--- src/rtl/font_rom_arbiter_if.sv ---
// Bus between the text-overlay clients, font_rom_arbiter and the shared font ROM.
// slave = arbiter side; master = clients plus ROM.
interface font_rom_arbiter_if #(
  parameter int NUM_REQ = 3,
  parameter int ADDR_W  = 11,
  parameter int DATA_W  = 8
);
  logic [NUM_REQ-1:0]        req;
  logic [NUM_REQ*ADDR_W-1:0] req_addr;
  logic [NUM_REQ-1:0]        gnt;
  logic [NUM_REQ-1:0]        rd_valid;
  logic [DATA_W-1:0]         rd_data;
  logic                      rom_en;
  logic [ADDR_W-1:0]         rom_addr;
  logic [DATA_W-1:0]         rom_data;

  modport slave (
    input  req, req_addr, rom_data,
    output gnt, rd_valid, rd_data, rom_en, rom_addr
  );

  modport master (
    output req, req_addr, rom_data,
    input  gnt, rd_valid, rd_data, rom_en, rom_addr
  );
endinterface

--- src/rtl/font_rom_arbiter.sv ---
// Round-robin arbiter sharing one font ROM among NUM_REQ overlay clients, with tagged read returns.
// Define FONT_ARB_FIXED_PRIO_EN to replace round-robin with fixed priority (client 0 highest).
module font_rom_arbiter #(
  parameter int NUM_REQ = 3,
  parameter int ADDR_W  = 11,
  parameter int DATA_W  = 8,
  parameter int ROM_LAT = 1
) (
  input logic             clk,
  input logic             rst,
  font_rom_arbiter_if.slave bus
);
  localparam int PTR_W = $clog2(NUM_REQ);
  localparam logic [NUM_REQ-1:0] ONE_HOT0 = NUM_REQ'(1);

  logic             found;
  logic [PTR_W-1:0] winner;

  logic [NUM_REQ-1:0] gnt_q;
  logic               rom_en_q;
  logic [ADDR_W-1:0]  rom_addr_q;
  logic [PTR_W-1:0]   issueId_q;
  logic [ROM_LAT-1:0] tagValid_q;
  logic [PTR_W-1:0]   tagId_q [ROM_LAT];
  logic [NUM_REQ-1:0] rd_valid_q;
  logic [DATA_W-1:0]  rd_data_q;

`ifdef FONT_ARB_FIXED_PRIO_EN
  // Scan from the top down so the lowest requesting index is the last writer.
  always_comb begin
    found  = 1'b0;
    winner = '0;
    for (int i = NUM_REQ - 1; i >= 0; i--) begin
      if (bus.req[i]) begin
        found  = 1'b1;
        winner = PTR_W'(i);
      end
    end
  end
`else
  logic [PTR_W-1:0] ptr_q, ptr_d;
  logic [PTR_W-1:0] idx;
  int               sum;

  // Search starts at ptr and wraps modulo NUM_REQ; the winner's successor gets priority next.
  always_comb begin
    found  = 1'b0;
    winner = '0;
    idx    = '0;
    sum    = 0;
    for (int o = 0; o < NUM_REQ; o++) begin
      sum = int'(ptr_q) + o;
      if (sum >= NUM_REQ) sum = sum - NUM_REQ;
      idx = PTR_W'(sum);
      if (!found && bus.req[idx]) begin
        found  = 1'b1;
        winner = idx;
      end
    end
    ptr_d = ptr_q;
    if (found) ptr_d = (winner == PTR_W'(NUM_REQ - 1)) ? '0 : winner + 1'b1;
  end

  always_ff @(posedge clk) begin
    if (rst) ptr_q <= '0;
    else     ptr_q <= ptr_d;
  end
`endif

  always_ff @(posedge clk) begin
    if (rst) begin
      gnt_q      <= '0;
      rom_en_q   <= 1'b0;
      rom_addr_q <= '0;
      issueId_q  <= '0;
      tagValid_q <= '0;
      for (int i = 0; i < ROM_LAT; i++) tagId_q[i] <= '0;
      rd_valid_q <= '0;
      rd_data_q  <= '0;
    end else begin
      gnt_q     <= found ? (ONE_HOT0 << winner) : '0;
      rom_en_q  <= found;
      issueId_q <= winner;
      if (found) rom_addr_q <= bus.req_addr[winner*ADDR_W +: ADDR_W];

      // Tag stage ROM_LAT-1 lines up with the cycle rom_data is valid.
      tagValid_q[0] <= rom_en_q;
      tagId_q[0]    <= issueId_q;
      for (int i = 1; i < ROM_LAT; i++) begin
        tagValid_q[i] <= tagValid_q[i-1];
        tagId_q[i]    <= tagId_q[i-1];
      end

      rd_valid_q <= tagValid_q[ROM_LAT-1] ? (ONE_HOT0 << tagId_q[ROM_LAT-1]) : '0;
      if (tagValid_q[ROM_LAT-1]) rd_data_q <= bus.rom_data;
    end
  end

  assign bus.gnt      = gnt_q;
  assign bus.rom_en   = rom_en_q;
  assign bus.rom_addr = rom_addr_q;
  assign bus.rd_valid = rd_valid_q;
  assign bus.rd_data  = rd_data_q;
endmodule

--- src/flat_wrapper.sv ---
// flat-port wrapper written by rule: the top's interface ports become plain ports
module font_rom_arbiter_flat 
#(
  parameter int NUM_REQ = 3,
  parameter int ADDR_W  = 11,
  parameter int DATA_W  = 8,
  parameter int ROM_LAT = 1
)
  (clk, rst, bus_req, bus_req_addr, bus_rom_data, bus_gnt, bus_rd_valid, bus_rd_data, bus_rom_en, bus_rom_addr);
  font_rom_arbiter_if #(.NUM_REQ(NUM_REQ), .ADDR_W(ADDR_W), .DATA_W(DATA_W)) bus_i ();
  input logic clk;
  input logic rst;
  input wire logic [$bits(bus_i.req)-1:0] bus_req;
  input wire logic [$bits(bus_i.req_addr)-1:0] bus_req_addr;
  input wire logic [$bits(bus_i.rom_data)-1:0] bus_rom_data;
  output wire logic [$bits(bus_i.gnt)-1:0] bus_gnt;
  output wire logic [$bits(bus_i.rd_valid)-1:0] bus_rd_valid;
  output wire logic [$bits(bus_i.rd_data)-1:0] bus_rd_data;
  output wire logic [$bits(bus_i.rom_en)-1:0] bus_rom_en;
  output wire logic [$bits(bus_i.rom_addr)-1:0] bus_rom_addr;
  assign bus_i.req = bus_req;
  assign bus_i.req_addr = bus_req_addr;
  assign bus_i.rom_data = bus_rom_data;
  assign bus_gnt = bus_i.gnt;
  assign bus_rd_valid = bus_i.rd_valid;
  assign bus_rd_data = bus_i.rd_data;
  assign bus_rom_en = bus_i.rom_en;
  assign bus_rom_addr = bus_i.rom_addr;
  font_rom_arbiter #(.NUM_REQ(NUM_REQ), .ADDR_W(ADDR_W), .DATA_W(DATA_W), .ROM_LAT(ROM_LAT)) u_core (.clk(clk), .rst(rst), .bus(bus_i));
endmodule
--- config.mk ---
export PLATFORM = sky130hd
export DESIGN_NAME = font_rom_arbiter_flat
export DESIGN_NICKNAME = d
export VERILOG_FILES = /design/src/rtl/font_rom_arbiter_if.sv /design/src/rtl/font_rom_arbiter.sv /design/src/flat_wrapper.sv
export SDC_FILE = /design/constraint.sdc
export NUM_CORES = 1
export LEC_CHECK = 0
export ABC_CLOCK_PERIOD_IN_PS = 2600
export BUFFER_PORTS_ARGS = -buffer_cell sky130_fd_sc_hd__buf_2
export CAP_MARGIN = 25
export CELL_PAD_IN_SITES_DETAIL_PLACEMENT = 1
export CELL_PAD_IN_SITES_GLOBAL_PLACEMENT = 2
export CORE_MARGIN = 8
export CORE_UTILIZATION = 25
export DETAILED_ROUTE_END_ITERATION = 7
export PLACE_DENSITY = 0.76
export SLEW_MARGIN = 20
export SYNTH_ARGS = -nofsm -noshare
export SYNTH_HDL_FRONTEND = slang
export SYNTH_SLANG_ARGS = --single-unit
--- constraint.sdc ---
create_clock -name clk -period 2.6 [get_ports clk]
set_input_delay 0.26 -clock clk [delete_from_list [all_inputs] [get_ports clk]]
set_output_delay 0.26 -clock clk [all_outputs]
set_load 0.05 [all_outputs]
# Word level (Yosys, flattened, before mapping)

Memory sizes are Yosys's and may differ from the RTL's.
Cells that the tools add are included.

Add/sub/neg operators: 6
Multipliers: 1
Divide/modulo/power cells: 0
Magnitude comparators: 6
Eq/ne operators: 1
Shift-type cells: 3
Muxes and demuxes: 21
Bitwise gates (word level): 2
Reduce and logical (&&, ||, !) cells: 7

Operator list:

| operator            | number |
|---|---|
| $shiftx 33x7->11    | 1 |
| $mux 2              | 8 |
| $mux 1              | 10 |
| $lt 2x3->1 const B  | 3 |
| $bmux 1 s2          | 3 |
| $ge 3x2->1 const B  | 2 |
| $mul 2x4->6 const B | 1 |
| $reduce_or 2->1     | 3 |
| $shl 1x2->3 const A | 2 |
| $sub 2x1->2 const B | 2 |
| $add 2x1->3 const B | 1 |
| $add 2x2->3 const B | 1 |
| $add 2x1->2 const B | 1 |
| $eq 2x2->1 const B  | 1 |
| $ge 2x2->1 const B  | 1 |
| $logic_and 1x1->1   | 2 |
| $logic_not 1->1     | 2 |
| $not 1->1           | 2 |
| $sub 2x2->2 const B | 1 |

Bits in registers: 31
Bits in latches: 0
Memory bits (writable): 2
Memory bits (read-only): 0
Output and inout bits: 26
Word-level logic and storage cells: 56
Memories kept: 1

Memories:

| name           | words | bits a word | rd ports | clocked after Yosys merged registers in | write ports | line                   | source |
|---|---|---|---|---|---|---|---|
| u_core.tagId_q | 1     | 2           | 1        | 0                                       | 1           | font_rom_arbiter.sv:24 | `logic [PTR_W-1:0] tagId_q [ROM_LAT];` |

# Depth between registers and ports, before layout

Word-level depth: 13
Mapped depth: 10

# Least setup slack after synthesis

OpenSTA, ideal clock, no wires.

Path type: register to register
From: register u_core.ptr_q[1]
To: register u_core.rom_addr_q[0] (netlist: u_core.bus.rom_addr[0])
Arrival: 1869 ps
Required time: 2478 ps
Path slack: 609 ps
Stages on the path, launching flop included: 10
Cell sequence: dfxtp_1 > inv_1 > ha_1 > mux2i_1 > o21a_1 > nand2_1 > o22ai_4 > buf_6 > mux2i_1 > o21ai_1

Word-level cells in the longest chain between the ends: 13
Elaborated cells on any way between the ends: 29

Ends and longest elaborated chain:

| element                                              | line                   | source |
|---|---|---|
| start: declaration                                   | font_rom_arbiter.sv:41 | `logic [PTR_W-1:0] ptr_q, ptr_d;` |
| start signal: assignment                             | font_rom_arbiter.sv:66 | `else ptr_q <= ptr_d;` |
| branches (longest 13 deep; another with $mul 2x4->6) | --                     |  |
| end signal: assignment                               | font_rom_arbiter.sv:84 | `if (found) rom_addr_q <= bus.req_addr[winner*ADDR_W +: ADDR_W];` |
| end: declaration                                     | font_rom_arbiter.sv:21 | `logic [ADDR_W-1:0] rom_addr_q;` |

Parallel ways; which one is timed is not known. The select of a mux whose other input is x is not followed.
A chain may end at the register's enable or synchronous reset.

# Worst setup path in the final report

From: register u_core.ptr_q[1]
To: register u_core.rom_addr_q[3] (netlist: u_core.bus.rom_addr[3])

Same word-level chain as after synthesis.

==> results.yml <==
synth:
  synth_cells: 141
  synth-edff-count: 0
  synthesis.nets: 191
  synth_area_sq_mm: 0.00144
  ys_ff_latch: 33
  synth.distinct_cells: 34
  yosysSeqAreaShare: 0.458
  yosysWarnings: 0
  synthArstFlopShare: 0
  avgSynthCellArea_sq_um: 10.2
  synth_ff_type: "dfxtp_1"
floorplan:
  die_x_um: 91.9
  rows: 27
  die-area_sq_mm: 0.00845
  die_h_um: 91.9
  io_pins: 72
  initial_core_util: 0.260
  coreArea_sq_mm: 0.00554
power:
  power_density_mw_per_mm2: 1330
  switchingPower_mw: 1.26
  swShare: 0.485
  power_frac_clock: 0.140
  p_leak_nw: 0.925
  intPower_mw: 1.34
  max-vdd-ir-drop_mv: 0.483
  combinationalPowerShare: 0.566
  power_frac_seq: 0.294
hold_path:
  min_path_type: "in2reg"
setup_path:
  end_kind: "register"
  critPathTopFamily: "compound AO/OA/AOI/OAI gates"
  max_stage_delay_ps: 430
  reg2reg_depth: 8
  worst_ep_arrival_time_ps: 2470
  critPathCapture: "u_core.bus.rom_addr[3]"
  cp-start-kind: "register"
  startpoint: "u_core.ptr_q[1]"
  slowest_stage: "o21ai_2"
  cp.required_ps: 2760
  worstSetupPathType: "reg2reg"
  ff2ff_setup_slack_ps: 290
  cp.depth: 8
  timing.rr.start: "u_core.ptr_q[1]"
  path_cells: "inv_1 -> ha_1 -> mux2i_1 -> o21a_1 -> nand2_1 -> o21ai_2 -> buf_4 -> o21ai_1"
  r2r-end: "u_core.bus.rom_addr[3]"
  cp_num_buf_inv: 2
  critPathMaxFanout: 11
clocking:
  clk_pin_slew_ps: 70
  cts.sinks: 33
  htree_levels: 2
  clk_latency_ps: 270
  root_buffer: "clkbuf_8"
  cts_tree: "built"
  holdBufCountCts: 0
  clockBufferDepth: 2
  cts-buffers-inserted: 5
global_route:
  grt_max_degree: 19
  grt_pass1_vias: 1444
  antenna_found_initial: 0
  overflow: 0
  grtUsageTotal: 0.0969
  grt_pass1_wl_mm: 6.71
detailed_routing:
  drt-initial-drc-count: 42
  routed_wl_mm: 4.19
  wl_per_cell_um: 14.6
  drt-pass1-iter-count: 4
  drc: 0
  routed_via_density: 4.50
  vias: 1291
  ant_nets: 0
sta:
  slew_violations: 0
  setup_tns_ps: 0
  rsz0062_at_grt: "false"
  fin_ws_ps: 291
  slew-limit-headroom: 0.624
  clock.fmax_mhz: 433
  period_share: 0.888
  hold_violations: 0
  tightest_slew_ps: 564
  worst_clock_skew_ps: 4.06
  final.min_clock_period_ps: 2310
  finalSetupViolations: 0
finish:
  drive_gt1_frac: 0.405
  insertedDiodeCount: 0
  final_cell_area_sq_mm: 0.00194
  fin_nets: 264
  mostFrequentLayoutCells: "buf_2, dfxtp_1, mux2i_1, nor2_1"
  area_growth_pct: 34.8
  final_common_cell: "buf_2"
placed_design:
  gp_congestion: 0.688
  io_buffers: 71
  place.detailed.hpwl_mm: 3.35
  placed_area_sq_mm: 0.00186
  preCtsSetupSlack_ps: 81.3
outcome:
  status: "finished clean"
job:
  max-cap-violations: 0
worst reg2reg max path: stages, from the launching register on:
cell	delay, ps
dfxtp_1	340
inv_1	80
ha_1	310
mux2i_1	310
o21a_1	250
nand2_1	170
o21ai_2	430
buf_4	240
o21ai_1	70
cells in the mapped netlist (all sizes together), types with 2 or more instances:
library cell,count,area (sq um)
nor2,14,52.6
o22ai,2,32.5
clkbuf,2,7.51
nor4bb,2,20.0
nor2b,4,25.0
inv,4,15.0
ha,4,50.1
a22oi,11,82.6
nor3,3,20.0
o21a,2,15.0
o21ai,15,78.8
mux2i,22,224
dfxtp,33,661
buf,6,43.8
nand3b,2,15.0
nand2,5,18.8
final cells by class:
| cell class | instances | area (sq um) |
|---|---|---|
| inverters | 4 | 15.0 |
| clock buffers | 6 | 72.6 |
| fillers | 686 | 3600 |
| multi-input cells | 96 | 717 |
| repair buffers | 74 | 378 |
| flip-flops and latches | 33 | 661 |
| well taps | 72 | 90.1 |
| clock inverters | 2 | 10.0 |
per-stage QoR:
stage | utilization | std cells | hold slack, ps | power, mW
6_report | 0.351 | 287 | 206 | 2.59
4_1_cts | 0.350 | 287 | 204 | 2.63
2_1_floorplan | - | 141 | 397 | 1.92
3_3_place_gp | 0.335 | 279 | 423 | 2.25
5_1_grt | 0.351 | 287 | 206 | 2.78
3_5_place_dp | 0.335 | 279 | 431 | 2.26
repair_timing:
item                                    CTS  global route
gates resized for setup                   0             1
endpoints found under the setup margin    0            11
buffers inserted                          0             0
routing by layer:
| metal | part of all wire | track usage | vias to the layer above |
|---|---|---|---|
| met5 | 0 | 0 | - |
| met4 | 0.0052 | 0.0201 | 0 |
| met3 | 0.14 | 0.0709 | 4 |
| met2 | 0.42 | 0.154 | 60 |
| met1 | 0.44 | 0.101 | 578 |
| li1 | - | - | 649 |
worst min path at each step:
stage	slack, ps	start	depth (start not counted)	to
2_1_floorplan	400	bus_req_addr[22]	2	u_core.bus.rom_addr[0]
3_3_place_gp	420	u_core.issueId_q[0]	1	u_core.tagId_q[0][0]
3_5_place_dp	430	u_core.issueId_q[0]	1	u_core.tagId_q[0][0]
4_1_cts	200	bus_req_addr[31]	3	u_core.bus.rom_addr[9]
5_1_grt	210	bus_req_addr[27]	3	u_core.bus.rom_addr[5]
6_report	210	bus_req_addr[26]	3	u_core.bus.rom_addr[4]
power groups by stage:
| stage | registers, mW | clock network, mW | logic, mW |
|---|---|---|---|
| 3_5_place_dp | 0.775 | 0 | 1.49 |
| 6_report | 0.762 | 0.362 | 1.47 |
| 5_1_grt | 0.785 | 0.410 | 1.58 |
| 2_1_floorplan | 1.19 | 0 | 0.735 |
| 4_1_cts | 0.765 | 0.378 | 1.49 |
| 3_3_place_gp | 0.769 | 0 | 1.48 |
sequential cells by signal (all words and copies together) (netlist names):
signal	cells
u_core.bus.gnt	3
u_core.bus.rd_data	8
u_core.bus.rd_valid	3
u_core.bus.rom_addr	11
u_core.bus.rom_en	1
u_core.issueId_q	2
u_core.ptr_q	2
u_core.tagId_q	2
u_core.tagValid_q	1
logic make-up after synthesis:
kind of cell	share of synthesized area
AOI/OAI and AO/OA	0.181
adders and majority gates	0.0347
buffers and inverters	0.0460
DFF	0.458
muxes	0.155
and+or+nand+nor	0.125
Power figures use the tool's default switching activity.
